===== src/rtl/midi_pkg.sv =====
// Shared MIDI definitions for the transmit and receive paths.
package midi_pkg;

    localparam int unsigned MIDI_BAUD = 31250;

    typedef enum logic [2:0] {
        NOTE_OFF   = 3'd0,
        NOTE_ON    = 3'd1,
        POLY_AT    = 3'd2,
        CTRL_CHG   = 3'd3,
        PROG_CHG   = 3'd4,
        CHAN_AT    = 3'd5,
        PITCH_BEND = 3'd6,
        SYSTEM     = 3'd7
    } midi_msg_t;

    // One latched channel message awaiting serialisation.
    typedef struct packed {
        logic [7:0] status;
        logic [6:0] data1;
        logic [6:0] data2;
        logic       three;
    } midi_frame_t;

    // Total bytes in a channel message including the status byte.
    function automatic logic [1:0] midi_msg_len(input midi_msg_t t);
        return ((t == PROG_CHG) || (t == CHAN_AT)) ? 2'd2 : 2'd3;
    endfunction

endpackage


===== src/rtl/uart_transmit.sv =====
// UART 8N1 byte transmitter; one load cycle, then start, 8 data bits LSB first, stop.
module uart_transmit #(
    parameter int unsigned INPUT_CLOCK_FREQ = 100_000_000,
    parameter int unsigned BAUD_RATE        = 31250
) (
    input  logic       clk_in,
    input  logic       rst_in,
    input  logic [7:0] data_byte_in,
    input  logic       trigger_in,
    output logic       busy_out,
    output logic       done_out,
    output logic       tx_wire_out
);

    localparam int unsigned BAUD_PERIOD = INPUT_CLOCK_FREQ / BAUD_RATE;
    localparam int unsigned CNT_W       = (BAUD_PERIOD > 1) ? $clog2(BAUD_PERIOD) : 1;
    localparam int unsigned LAST_BIT    = 9;

    logic [CNT_W-1:0] baud_cnt;
    logic [3:0]       bit_cnt;
    logic [8:0]       shift;
    logic             loading;
    logic             active;
    logic             baud_end;
    logic             stop_bit;

    assign baud_end = (baud_cnt == CNT_W'(BAUD_PERIOD - 1));
    assign stop_bit = (bit_cnt == 4'(LAST_BIT));

    // busy/done drop one cycle before the stop bit ends so a follow-on byte can load seamlessly.
    always_ff @(posedge clk_in) begin
        if (rst_in) begin
            busy_out    <= 1'b0;
            done_out    <= 1'b0;
            tx_wire_out <= 1'b1;
            loading     <= 1'b0;
            active      <= 1'b0;
            baud_cnt    <= '0;
            bit_cnt     <= '0;
            shift       <= '0;
        end else begin
            done_out <= 1'b0;
            if (trigger_in && !busy_out) begin
                busy_out <= 1'b1;
                loading  <= 1'b1;
                active   <= 1'b0;
                shift    <= {1'b1, data_byte_in};
            end else if (loading) begin
                loading     <= 1'b0;
                active      <= 1'b1;
                tx_wire_out <= 1'b0;
                baud_cnt    <= '0;
                bit_cnt     <= '0;
            end else if (active) begin
                if (baud_end) begin
                    baud_cnt <= '0;
                    if (stop_bit) begin
                        active <= 1'b0;
                    end else begin
                        bit_cnt     <= bit_cnt + 4'd1;
                        tx_wire_out <= shift[0];
                        shift       <= {1'b0, shift[8:1]};
                    end
                end else begin
                    baud_cnt <= baud_cnt + CNT_W'(1);
                end
                if (stop_bit && (baud_cnt == CNT_W'(BAUD_PERIOD - 2))) begin
                    busy_out <= 1'b0;
                    done_out <= 1'b1;
                end
            end
        end
    end

endmodule


===== src/rtl/midi_writer.sv =====
// MIDI OUT channel-message transmitter: frames status + data bytes onto a 31250 baud UART.
module midi_writer
    import midi_pkg::*;
#(
    parameter int unsigned INPUT_CLOCK_FREQ = 100_000_000,
    parameter int unsigned BAUD_RATE        = MIDI_BAUD,
    parameter bit          RUNNING_STATUS   = 1'b0
) (
    input  logic       clk_in,
    input  logic       rst_in,
    input  logic [2:0] msg_type_in,
    input  logic [3:0] channel_in,
    input  logic [6:0] data_byte1_in,
    input  logic [6:0] data_byte2_in,
    input  logic       valid_in,
    output logic       ready_out,
    output logic       drop_out,
    output logic       tx_wire_out
);

    typedef enum logic [1:0] {IDLE, SEND_STATUS, SEND_BYTE1, SEND_BYTE2} state_t;

    state_t      state, state_n, target_c;
    midi_frame_t msg;
    logic [7:0]  last_status;
    logic [7:0]  status_in_c;
    logic [7:0]  byte_c;
    logic        issued, issued_n;
    logic        ready_n, drop_n;
    logic        trigger_c;
    logic        accept_c;
    logic        uart_busy, uart_done;

    assign status_in_c = {1'b1, msg_type_in, channel_in};
    assign accept_c    = valid_in && ready_out;

    // Next state; on a done pulse the following byte is triggered in the same cycle.
    always_comb begin
        state_n   = state;
        target_c  = state;
        issued_n  = issued;
        ready_n   = ready_out;
        drop_n    = 1'b0;
        trigger_c = 1'b0;
        case (state)
            IDLE: begin
                if (accept_c) begin
                    if (midi_msg_t'(msg_type_in) == SYSTEM) begin
                        drop_n = 1'b1;
                    end else begin
                        ready_n  = 1'b0;
                        issued_n = 1'b0;
                        state_n  = (RUNNING_STATUS && (status_in_c == last_status))
                                   ? SEND_BYTE1 : SEND_STATUS;
                    end
                end
            end
            default: begin
                if (uart_done) begin
                    issued_n = 1'b0;
                    case (state)
                        SEND_STATUS: state_n = SEND_BYTE1;
                        SEND_BYTE1:  state_n = msg.three ? SEND_BYTE2 : IDLE;
                        default:     state_n = IDLE;
                    endcase
                    if (state_n == IDLE) begin
                        ready_n = 1'b1;
                    end else begin
                        trigger_c = 1'b1;
                        issued_n  = 1'b1;
                        target_c  = state_n;
                    end
                end else if (!issued && !uart_busy) begin
                    trigger_c = 1'b1;
                    issued_n  = 1'b1;
                end
            end
        endcase
    end

    always_comb begin
        case (target_c)
            SEND_STATUS: byte_c = msg.status;
            SEND_BYTE1:  byte_c = {1'b0, msg.data1};
            default:     byte_c = {1'b0, msg.data2};
        endcase
    end

    always_ff @(posedge clk_in) begin
        if (rst_in) begin
            state       <= IDLE;
            issued      <= 1'b0;
            ready_out   <= 1'b1;
            drop_out    <= 1'b0;
            last_status <= 8'h00;
            msg         <= '0;
        end else begin
            state     <= state_n;
            issued    <= issued_n;
            ready_out <= ready_n;
            drop_out  <= drop_n;
            if (accept_c && (state == IDLE)) begin
                msg <= '{status: status_in_c,
                         data1:  data_byte1_in,
                         data2:  data_byte2_in,
                         three:  (midi_msg_len(midi_msg_t'(msg_type_in)) == 2'd3)};
            end
            if (trigger_c && (target_c == SEND_STATUS)) begin
                last_status <= byte_c;
            end
        end
    end

    uart_transmit #(
        .INPUT_CLOCK_FREQ(INPUT_CLOCK_FREQ),
        .BAUD_RATE       (BAUD_RATE)
    ) u_uart (
        .clk_in      (clk_in),
        .rst_in      (rst_in),
        .data_byte_in(byte_c),
        .trigger_in  (trigger_c),
        .busy_out    (uart_busy),
        .done_out    (uart_done),
        .tx_wire_out (tx_wire_out)
    );

endmodule


===== config.mk =====
export PLATFORM = sky130hd
export DESIGN_NAME = midi_writer
export DESIGN_NICKNAME = d
export VERILOG_FILES = /design/src/rtl/midi_pkg.sv /design/src/rtl/uart_transmit.sv /design/src/rtl/midi_writer.sv
export SDC_FILE = /design/constraint.sdc
export NUM_CORES = 1
export LEC_CHECK = 0
export ABC_AREA = 1
export BUFFER_PORTS_ARGS = -buffer_cell sky130_fd_sc_hd__buf_2
export CORE_MARGIN = 10
export CORE_UTILIZATION = 56
export CTS_BUF_LIST = sky130_fd_sc_hd__clkbuf_4 sky130_fd_sc_hd__clkbuf_8
export CTS_CLUSTER_SIZE = 8
export DETAILED_ROUTE_END_ITERATION = 10
export GPL_ROUTABILITY_DRIVEN = 0
export PLACE_DENSITY = 0.76
export SYNTH_ARGS = -nofsm -noshare
export SYNTH_HDL_FRONTEND = slang
export SYNTH_SLANG_ARGS = --single-unit

===== constraint.sdc =====
create_clock -name clk_in -period 2.2 [get_ports clk_in]
set_input_delay 0.33 -clock clk_in [delete_from_list [all_inputs] [get_ports clk_in]]
set_output_delay 0.33 -clock clk_in [all_outputs]
set_load 0.03 [all_outputs]

==> flow_summary.toml <==
[status]
run_status = "finished, final reports clean"

[critical_path]
critPathMaxFanout = 6
reg2reg_slack_ns = 0.14
r2r-start = "state[1]$_SDFFE_PP0P_"
critical_path.max_stage_delay_ns = 0.36
arrival_ns = 2.30
worstPathRequired_ns = 2.44
ff2ff_path_depth = 17
path_cells = "inv_1 > ha_2 > nor2_2 > inv_1 > nor2_2 > inv_2 > o22ai_4 > inv_1 > ha_2 > inv_2 > o21ai_0 > nand2_1 > o21ai_0 > nand3_1 > nand2_1 > nand2_1 > nand2_1"
cp_common_cell = "nand2_1"
worstSetupStartpointType = "flop"
end_kind = "flop"
critical_path_class = "flop to flop"
rr_endpoint = "u_uart.shift[5]$_SDFFE_PP0P_"
critPathSlowestCell = "dfxtp_2"

[hold_path]
hold_depth = 3
min_to = "msg[1]$_SDFFE_PP0P_"
hold_path_class = "input port to flop"
hp-start = "data_byte2_in[0]"

[global_routing]
met2_usage = 0.274
gr-usage-met3 = 0.0544
grt-ovfl-total = 0
grtUsageTotal = 0.158
grt_use_met1 = 0.178
grt_max_degree = 35
grt-busiest-layer = "met2"
antenna_found_initial = 0
grt_pass1_wl_um = 11400
grt_pass1_vias = 2630

[power]
p_leak_nw = 1.47
powerDensity_mw_per_mm2 = 703
totalPowerFinal_mw = 2.42
ir_worst_vdd_mv = 0.431

[routing]
routed_wl_um = 6460
drtIter0Drc = 110
final_antenna_net_count = 0
routedWlPerCell_um = 11.9
drc = 0
firstDrtPassIters = 4
num_vias = 2744
vias_per_cell = 5.04

[logic_synthesis]
async_flop_share = 0
synth_top_area_cell = "dfxtp_1"
synthCells = 438
ys.flop_type = "dfxtp_1"
yosysSeqAreaShare = 0.384
synth-edff-count = 0
ys_seq_elements = 58
yosysTopAreaCellShare = 0.384
synth_cell_types = 33
yosysWarnings = 0
synthTopCellsByArea = "dfxtp_1 38%, nand2_1 14%, inv_1 6.6%, a21oi_1 6.1%, nor2_1 5.6%"
postSynthAreaPerCell_um2 = 6.91
synth_area_mm2 = 0.00303
syn_nets = 472

[timing]
max_freq_mhz = 485
max_slew.worst_pin.slew_ns = 0.404
maxSlewHeadroom = 0.731
setup_viol_count_final = 0
fin_crit_sh = 0.936
maxSlewViolCount = 0
fin_skew_ns = 0.00673
finalSetupTns_ns = 0
timing.final.crit_period_ns = 2.06
final-hold-violation-count = 0

[floorplan]
start_util = 0.585
die_w_um = 93.5
die_area_mm2 = 0.00875
num_rows = 26
io_pins = 27
core_mm2 = 0.00517
die_h_um = 93.5

[placed_design]
numPortBuffers = 26
dp_hpwl_um = 4710
place_area_mm2 = 0.00321

[cells_and_area]
fin_area_mm2 = 0.00344
nNetsFinal = 503
multi_input_area_mm2 = 0.00158
num_antenna_cells = 0
syn_to_final_growth_pct = 13.5
final_common_cell = "nand2_1"
drive_above_1_share = 0.184
final_cell_mix = "113 x nand2_1, 56 x dfxtp_1, 51 x inv_1"
seq_area_mm2 = 0.00116
n_fill_cell = 455

[cts]
post-cts-setup-buffers = 0
clockRootBuffer = "clkbuf_8"
clk_pin_slew_ns = 0.07
cts-buffers-inserted = 9
h-tree-depth = 3
hold_buffers = 0
cts_tree = "done"
cts_sinks = 58
cts_max_path_buffers = 2
clock_latency_ns = 0.34

[job]
maxCapViolations = 0
-- synthesized netlist by cell type (2+ instances only) --
| library cell | number |
|---|---|
| o21ai_2 | 2 |
| nand2_2 | 5 |
| nand3_2 | 2 |
| nor2_1 | 45 |
| a21oi_1 | 37 |
| or2_2 | 2 |
| nand2_4 | 2 |
| clkbuf_1 | 7 |
| o21bai_1 | 5 |
| nor2_4 | 2 |
| a211oi_1 | 2 |
| ha_1 | 10 |
| o21ai_0 | 26 |
| o22ai_1 | 5 |
| buf_6 | 6 |
| inv_1 | 53 |
| clkinv_1 | 2 |
| nand2_1 | 114 |
| dfxtp_1 | 58 |
| nand3_1 | 32 |
| inv_2 | 3 |
| nor3_1 | 3 |
| nand4_1 | 4 |
| a31o_2 | 2 |
-- critical path: cells and delay by family, from the launching register on --
kind            cells  cell delay (ns)
compound gates      3             0.32
simple gates        7             0.50
fa+ha+maj           2             0.40
flops               1             0.36
buf+inv             5             0.38
-- per-layer routing --
metal,part of all wire,up-vias
met3,0.042,8
met2,0.49,44
met1,0.46,1231
met4,0.013,0
met5,0,-
li1,-,1461
-- registers in the layout, summed over array words and instances (netlist names), 2 cells and up --
name	cells
state	2
msg	23
u_uart.bit_cnt	4
u_uart.baud_cnt	12
u_uart.shift	9
-- power by group --
group          total, mW  switching [mW]  internal [mW]
logic              0.343           0.221          0.123
clock network      0.917           0.467          0.450
registers           1.16          0.0397           1.12
total               2.42           0.728           1.69
-- repair_timing --
| item | 4_1_cts | 5_1_grt |
|---|---|---|
| pin swaps | 0 | 3 |
| setup endpoints to repair | 3 | 8 |
| cloned | 0 | 0 |
| gates resized for setup | 2 | 13 |
-- how the worst max path moves through the flow --
| stage | start | to | depth (start not counted) |
|---|---|---|---|
| floorplan | state[0]$_SDFFE_PP0P_ | u_uart.shift[6]$_SDFFE_PP0P_ | 14 |
| global placement | state[1]$_SDFFE_PP0P_ | u_uart.shift[5]$_SDFFE_PP0P_ | 17 |
| CTS | state[1]$_SDFFE_PP0P_ | u_uart.shift[1]$_SDFFE_PP0P_ | 14 |
| global route | state[1]$_SDFFE_PP0P_ | u_uart.shift[6]$_SDFFE_PP0P_ | 17 |
| detailed placement | state[1]$_SDFFE_PP0P_ | u_uart.shift[5]$_SDFFE_PP0P_ | 17 |
| finish | state[1]$_SDFFE_PP0P_ | u_uart.shift[5]$_SDFFE_PP0P_ | 17 |
-- cell families (layout without fill, tap and decap cells) --
kind of cell,Yosys count,after routing,synth area share
DFF,58,58,0.384
buffers and inverters,73,109,0.107
adders and majority gates,10,10,0.0413
AOI/OAI and AO/OA,81,81,0.152
xor gates and xnor gates,1,1,0.00289
and+or+nand+nor,215,215,0.313
-- area by class of cell --
type                            count  share of cell area
Clock inverter                      6              0.0142
Sequential cell                    58               0.339
Tap cell                           70              0.0255
Multi-Input combinational cell    307               0.460
Inverter                           58              0.0641
Clock buffer                       10              0.0401
Timing Repair Buffer               35              0.0575
-- metrics by stage --
stage               worst slack [ns]  hold slack (ns)  cells   util
finish                         0.140            0.223    544  0.664
global route                 -0.0680            0.202    544  0.664
CTS                          0.00961            0.207    544  0.656
detailed placement           -0.0336            0.441    528  0.620
global placement               0.113            0.437    528  0.620
floorplan                     0.0503            0.425    438      -
(Power assumes the default switching activity.)
